<file path="src/rtl/flex_step_counter.sv">
// ----------------------------------------------------------------------------
// flex_step_counter
//
// Purpose:
//   General-purpose step counter used for the RC4 i/j index and the Sobel
//   pixel/row sequencing datapaths. It counts up or down by a programmable
//   step between start_val and rollover_val. When a step would cross a bound,
//   the counter either wraps to the opposite bound or saturates at the bound
//   it was approaching. A synchronous clear and a synchronous load are also
//   provided. All outputs are registered.
//
//   With start_val = 1, step = 1, count up and wrap mode, it behaves as a
//   basic 1..N rollover counter.
//
// Parameters:
//   NUM_CNT_BITS  width of count_out, load_val, start_val and rollover_val
//   STEP_BITS     width of step (must be <= NUM_CNT_BITS)
//
// Ports:
//   clk            in   system clock, rising edge
//   n_rst          in   asynchronous reset, active low
//   clear          in   synchronous clear (highest priority)
//   load           in   synchronous load of load_val
//   load_val       in   value used by load
//   count_enable   in   advance one step this cycle
//   count_down     in   0 = count up, 1 = count down
//   saturate       in   0 = wrap at bounds, 1 = clamp at bounds
//   step           in   increment/decrement magnitude
//   start_val      in   lower bound and up-wrap target
//   rollover_val   in   upper bound and down-wrap target
//   count_out      out  current count (registered)
//   rollover_flag  out  count_out equals the terminal value (registered)
//   wrap_pulse     out  one-cycle pulse in the cycle after a wrap (registered)
// ----------------------------------------------------------------------------
module flex_step_counter #(
  parameter int unsigned NUM_CNT_BITS = 8,
  parameter int unsigned STEP_BITS    = 4
) (
  input  logic                    clk,
  input  logic                    n_rst,
  input  logic                    clear,
  input  logic                    load,
  input  logic [NUM_CNT_BITS-1:0] load_val,
  input  logic                    count_enable,
  input  logic                    count_down,
  input  logic                    saturate,
  input  logic [STEP_BITS-1:0]    step,
  input  logic [NUM_CNT_BITS-1:0] start_val,
  input  logic [NUM_CNT_BITS-1:0] rollover_val,
  output logic [NUM_CNT_BITS-1:0] count_out,
  output logic                    rollover_flag,
  output logic                    wrap_pulse
);

  // One extra bit so that sums and bound comparisons never overflow silently.
  localparam int unsigned W = NUM_CNT_BITS + 1;

  logic [NUM_CNT_BITS-1:0] count_q, count_d;
  logic                    flag_q, flag_d;
  logic                    pulse_q, pulse_d;

  // Widened operands.
  logic [W-1:0] cur_w;
  logic [W-1:0] step_w;
  logic [W-1:0] start_w;
  logic [W-1:0] roll_w;
  logic [W-1:0] up_sum;
  logic [W-1:0] down_lim;

  // Result of an enabled step, before priority muxing.
  logic [NUM_CNT_BITS-1:0] step_next;
  logic                    step_wrap;

  // Terminal value depends on the direction currently requested.
  logic [NUM_CNT_BITS-1:0] terminal;

  logic degenerate;

  always_comb begin
    cur_w    = W'(count_q);
    step_w   = W'(step);
    start_w  = W'(start_val);
    roll_w   = W'(rollover_val);
    up_sum   = cur_w + step_w;
    down_lim = start_w + step_w;
    terminal = count_down ? start_val : rollover_val;
    // Inverted bounds: there is no valid range, so every step parks on start_val.
    degenerate = (start_val > rollover_val);
  end

  // Next value for an enabled step.
  always_comb begin
    step_next = count_q;
    step_wrap = 1'b0;
    if (degenerate) begin
      step_next = start_val;
    end else if (step == '0) begin
      // A zero step holds even when the count sits outside the bounds.
      step_next = count_q;
    end else if (!count_down) begin
      if (up_sum <= roll_w) begin
        step_next = NUM_CNT_BITS'(up_sum);
      end else if (saturate) begin
        step_next = rollover_val;
      end else begin
        step_next = start_val;
        step_wrap = 1'b1;
      end
    end else begin
      if (cur_w >= down_lim) begin
        // Guarded by the comparison above, so this cannot underflow.
        step_next = NUM_CNT_BITS'(cur_w - step_w);
      end else if (saturate) begin
        step_next = start_val;
      end else begin
        step_next = rollover_val;
        step_wrap = 1'b1;
      end
    end
  end

  // Priority: clear > load > count_enable > hold.
  always_comb begin
    count_d = count_q;
    flag_d  = flag_q;
    pulse_d = 1'b0;
    if (clear) begin
      count_d = '0;
      flag_d  = 1'b0;
    end else if (load) begin
      count_d = load_val;
      flag_d  = (load_val == terminal);
    end else if (count_enable) begin
      count_d = step_next;
      flag_d  = (step_next == terminal);
      pulse_d = step_wrap;
    end
    // Hold: the flag is deliberately not re-evaluated against changed bounds.
  end

  always_ff @(posedge clk or negedge n_rst) begin
    if (!n_rst) begin
      count_q <= '0;
      flag_q  <= 1'b0;
      pulse_q <= 1'b0;
    end else begin
      count_q <= count_d;
      flag_q  <= flag_d;
      pulse_q <= pulse_d;
    end
  end

  assign count_out     = count_q;
  assign rollover_flag = flag_q;
  assign wrap_pulse    = pulse_q;

endmodule

</file>
<file path="config.mk">
export PLATFORM = sky130hd
export DESIGN_NAME = flex_step_counter
export DESIGN_NICKNAME = d
export VERILOG_FILES = /design/src/rtl/flex_step_counter.sv
export SDC_FILE = /design/constraint.sdc
export NUM_CORES = 1
export LEC_CHECK = 0
export BUFFER_PORTS_ARGS = -buffer_cell sky130_fd_sc_hd__buf_2
export CORE_ASPECT_RATIO = 0.8
export CORE_UTILIZATION = 35
export DETAILED_ROUTE_END_ITERATION = 8
export PLACE_DENSITY = 0.62
export SYNTH_ARGS = -nofsm -noshare
export SYNTH_HDL_FRONTEND = slang
export SYNTH_SLANG_ARGS = --single-unit
</file>
<file path="constraint.sdc">
create_clock -name clk -period 5.45 [get_ports clk]
set_input_delay 0 -clock clk [delete_from_list [all_inputs] [get_ports clk]]
set_output_delay 0 -clock clk [all_outputs]
set_load 0.05 [all_outputs]
</file>
# Word level (Yosys, flattened, before mapping)
# Index checks and enable logic that the tools add are counted.
# W data, S select, Z words.
totals:
  latchBits: 0
  memories: 0
  ram_bits: 0
  word_cells: 36
  output_inout_bits: 10
  regBits: 10
  rom_bits: 0
op_classes:
  bitwise_logic: 0
  shifts: 0
  eq_ne: 2
  add_sub_neg: 3
  n_div: 0
  muxes: 23
  n_reduce_logical: 2
  n_lt_le_gt_ge: 3
  multipliers: 0
ops:
  columns: ["op", "count"]
  rows:
  - ["$mux W8", 11]
  - ["$add A8 B4 Y9", 2]
  - ["$eq A8 B8 Y1", 2]
  - ["$mux W1", 12]
  - ["$ge A8 B9 Y1", 1]
  - ["$le A9 B8 Y1", 1]
  - ["$gt A8 B8 Y1", 1]
  - ["$sub A8 B4 Y8", 1]
  - ["$logic_not A4 Y1", 1]
  - ["$reduce_bool A3 Y1", 1]

# Longest topological paths before layout
logic_depth:
  ltp_word: 10
  depth_mapped: 20

# Worst setup path after synthesis
# No wires, ideal clock.
synth_timing:
  kind: "flip-flop to flip-flop"
  startpoint: "reg count_q[2], in the netlist count_out[2]"
  endpoint: "reg flag_q, in the netlist rollover_flag"
  path_buffers: 1
  t_arrival_ps: 4235
  slack_ps: 1120
  path_stages_with_launch: 19
  synth_period_minus_slack_ps: 4330
  setup_ps: 95
  required_time_ps: 5355
  path_cell_list: "dfrtp_1 ha_1 buf_6 nor3b_1 nor3_1 o21ba_2 nand2b_1 xnor2_1 ha_1 nand4_1 or2_2 a21o_1 or4b_1 o221ai_1 o22ai_2 xnor2_1 a2111oi_2 nand4_1 o31ai_1"
synth_via:
  elab_chain_cells: 10
  word_cells_on_any_way: 13
synth_lines:
  columns: ["item", "line_no", "text"]
  rows:
  - ["from (decl)", "58", "logic [NUM_CNT_BITS-1:0] count_q, count_d;"]
  - ["from (signal assigned)", "147", "count_q <= count_d;"]
  - ["$add A8 B4 Y9", "84", "up_sum = cur_w + step_w;"]
  - ["$le A9 B8 Y1", "101", "if (up_sum <= roll_w) begin"]
  - ["$mux W8", "101", null]
  - ["$mux W8", "100", "end else if (!count_down) begin"]
  - ["$mux W8 *", "97", "end else if (step == '0) begin"]
  - ["$mux W8 *", "95", "if (degenerate) begin"]
  - ["$eq A8 B8 Y1 *", "135", "flag_d = (step_next == terminal);"]
  - ["$mux W1 *", "133", "end else if (count_enable) begin"]
  - ["$mux W1 *", "130", "end else if (load) begin"]
  - ["$mux W1 *", "127", "if (clear) begin"]
  - ["to (signal assigned)", "148", "flag_q <= flag_d;"]
  - ["to (decl)", "59", "logic flag_q, flag_d;"]
# Mark *: on every way between the ends. The rest lies on a longest branch, timed or not. The select of a mux whose other input is x is not followed.
# A chain may end at the register's enable or synchronous reset.

# Final worst setup path
# Ends and elaborated chain as after synthesis.

==> impl_results.md <==
- Post-DP HPWL: 7.97 mm
- Switching Share: 0.498
- Port bufs: 44
- Sequential power share: 0.165
- Largest area contributor in the netlist: ha_1
- Clock Skew: 0.00372 ns
- Internal power: 303 uW
- ANT cells: 0
- Comb power frac: 0.676
- Initial antenna violation count: 0
- Core area: 0.00813 mm^2
- Total GRT Usage: 0.223
- Fraction of layout cells with a size suffix above 1: 0.174
- CTS Buf Count: 3
- Post-DRT Antenna Nets: 0
- Slew Limit Fails: 0
- Tot Pwr: 603 uW
- Count of yosys warnings during synthesis: 0
- Cell Area, Synth: 0.00302 mm^2
- H-tree depth: 1
- Post-synth cell types: 72
- Synth-to-Final Area Change: 9.46%
- Top cell type's share of synthesized area: 0.149
- PwrDens: 183 mW/mm^2
- Flip-flop and latch count after synthesis: 10
- Hold Path Class: input pin to register
- First-pass GRT wire length: 15.7 mm
- Nets: 500
- Cells after synthesis: 400
- Kind of start point of the critical path: register
- Most frequent cells in the layout: buf_2 (44), nand2_1 (41), ha_1 (36), nor2_1 (35), inv_1 (24)
- Drt first pass iters: 5
- Wire per inst: 18.7 um
- Worst endpoint data arrival time: 4.69 ns
- DR vias/cell: 5.99
- CTS tree: built
- Synth top area cells: ha_1 (15%), dfrtp_1 (8.3%), mux2i_1 (7.6%)
- Slew HR: 0.384
- Die Y: 85.0 um
- F_max: 0.220 GHz
- Sequential area share after synthesis: 0.0830
- Die X: 106 um
- Via count: 3,193
- CP max FO: 8
- Setup bufs post-CTS: 0
- Commonest non-fill, non-tap cell in the layout: buf_2
- Fill cell count: 889
- Final setup vio count: 0
- Root Driver: clkbuf_8
- Synth Flop Type: dfrtp_1
- Max stage delay on crit path: 0.49 ns
- Critical Path RT: 5.60 ns
- Clock sink count: 10
- 1st-iter DRT viols: 325
- CP endpoint kind: register
- Post-route insts no fill: 533
- Largest net degree at the start of global routing: 33
- Die ar.: 0.00899 mm^2
- Hold violation count in the final report: 0
- Worst skew pair latency: 0.24 ns
- Pleak: 1.53 nW
- Routability congestion estimate: 0.951
- Total Routed Length: 9.96 mm
- Post-route minimum period: 4.54 ns
- Clock power share: 0.159
- Max-cap violation count: 0
- CP Cell Sequence: ha_1, nor3b_1, nor3_1, o21ba_2, nand2b_1, xnor2_1, ha_1, nand4_1, or2_2, a21o_1, or4b_1, o221ai_1, o22ai_2, xnor2_1, a2111oi_2, nand4_1, o31ai_1
- EDFF count, synth: 0
- Unrepaired setup endpoints after global routing: no
- Avg Synthesized Cell Area: 7.54 um^2
- Drc violations: 0
- Status: finished clean
- CP Class: register to register
- Vias in the first global route: 2,898
- Ys async rst share: 1.00
- Clock slew at reported path FFs: 0.05 ns
- Fin Hold WS: 0.0502 ns
- # IOs: 45
- Placed cell count: 528
- Worst VDD drop: 0.000136 V
- Row count: 29
- Tcrit/Tclk final: 0.834
- Crit path max-delay cell type: ha_1
- GRT overflow: 0
- Setup TNS: 0 ns
- Max clock buf depth: 2
- Post-CTS sizing: 0
- NetSw: 300 uW
- Worst-Margin Slew: 0.921 ns
- Initial Util: 0.371
- Synthesized Nets: 474
Yosys cell counts (all sizes together), types with 2 or more instances:
cell	n
a21oi	24
o21a	2
o21ai	18
or4b	2
or2	4
a211o	5
nand2b	6
xor2	9
fa	3
buf	14
inv	24
nand3	8
a211oi	7
nand2	41
nor4	4
xnor2	15
nor2b	6
clkbuf	10
o31a	2
or4	2
mux2i	23
o211ai	4
mux2	7
o221ai	2
ha	36
a31oi	3
dfrtp	10
o211a	2
nand4	8
a2111oi	4
o21bai	2
a221o	3
nor2	38
o31ai	5
a2bb2oi	2
o311ai	2
nor3	20
a21o	7
logic make-up (layout without fill, tap and decap cells):
logic type | Yosys count | after routing | synth area share
fa+ha+maj | 39 | 39 | 0.169
xor+xnor | 24 | 24 | 0.0697
buf+inv | 48 | 73 | 0.0747
compound gates | 103 | 103 | 0.253
flops | 10 | 10 | 0.0830
simple gates | 146 | 146 | 0.248
mux | 30 | 30 | 0.102
worst paths after layout:
kind | startpoint | cells past startpoint | slack [ns] | endpoint
max reg2reg | count_out[2] | 17 | 0.91 | rollover_flag
min reg2reg | rollover_flag | 2 | 0.57 | rollover_flag
max in group asynchronous | n_rst | 2 | 5.11 | count_out[4]
max | count_out[2] | 17 | 0.91 | rollover_flag
min in group asynchronous | n_rst | 2 | 0.14 | count_out[5]
min | load_val[4] | 3 | 0.05 | count_out[4]
worst max-delay path: cells and delay by family, from the launching register on:
kind | cells | cell delay, ns
compound gates | 6 | 1.23
xor+xnor | 2 | 0.26
fa+ha+maj | 2 | 0.82
flops | 1 | 0.44
simple gates | 7 | 1.71
per-stage QoR:
step	utilization	setup WS (ns)	cell area [um^2]
3_3_place_gp	0.398	1.09	3240
5_1_grt	0.406	0.588	3300
2_1_floorplan	-	1.12	3020
3_5_place_dp	0.398	0.986	3240
4_1_cts	0.406	0.981	3300
6_report	0.406	0.906	3300
registers in the layout, indices dropped and copies added (netlist names):
register	cells
wrap_pulse	1
rollover_flag	1
count_out	8
repair_timing:
item | 4_1_cts | 5_1_grt
endpoints found under the setup margin | 0 | 0
hold buffers | 1 | 0
hold endpoints to repair | 10 | 0
metal layers:
layer,global-route usage,share of wire,vias up
li1,-,-,1510
met2,0.342,0.41,197
met5,0,0,-
met3,0.0315,0.10,14
met1,0.339,0.48,1472
met4,0.0227,0.0092,0
power groups by stage:
stage | clock [mW] | combinational, mW | sequential [mW]
after floorplan | 0 | 0.289 | 0.110
after global placement | 0 | 0.396 | 0.0993
after detailed placement | 0 | 0.397 | 0.100
after CTS | 0.0963 | 0.400 | 0.0993
after global routing | 0.102 | 0.446 | 0.100
final | 0.0961 | 0.408 | 0.0996
final cells by class:
| cell class | count | area (um^2) | share of cell area |
|---|---|---|---|
| multi-input cells | 342 | 2540 | 0.770 |
| flip-flops and latches | 10 | 250 | 0.0758 |
| repair buffers | 45 | 230 | 0.0697 |
| well taps | 108 | 135 | 0.0409 |
| inverters | 24 | 90.1 | 0.0273 |
| clock buffers | 4 | 55.1 | 0.0167 |
(Power assumes the default switching activity.)
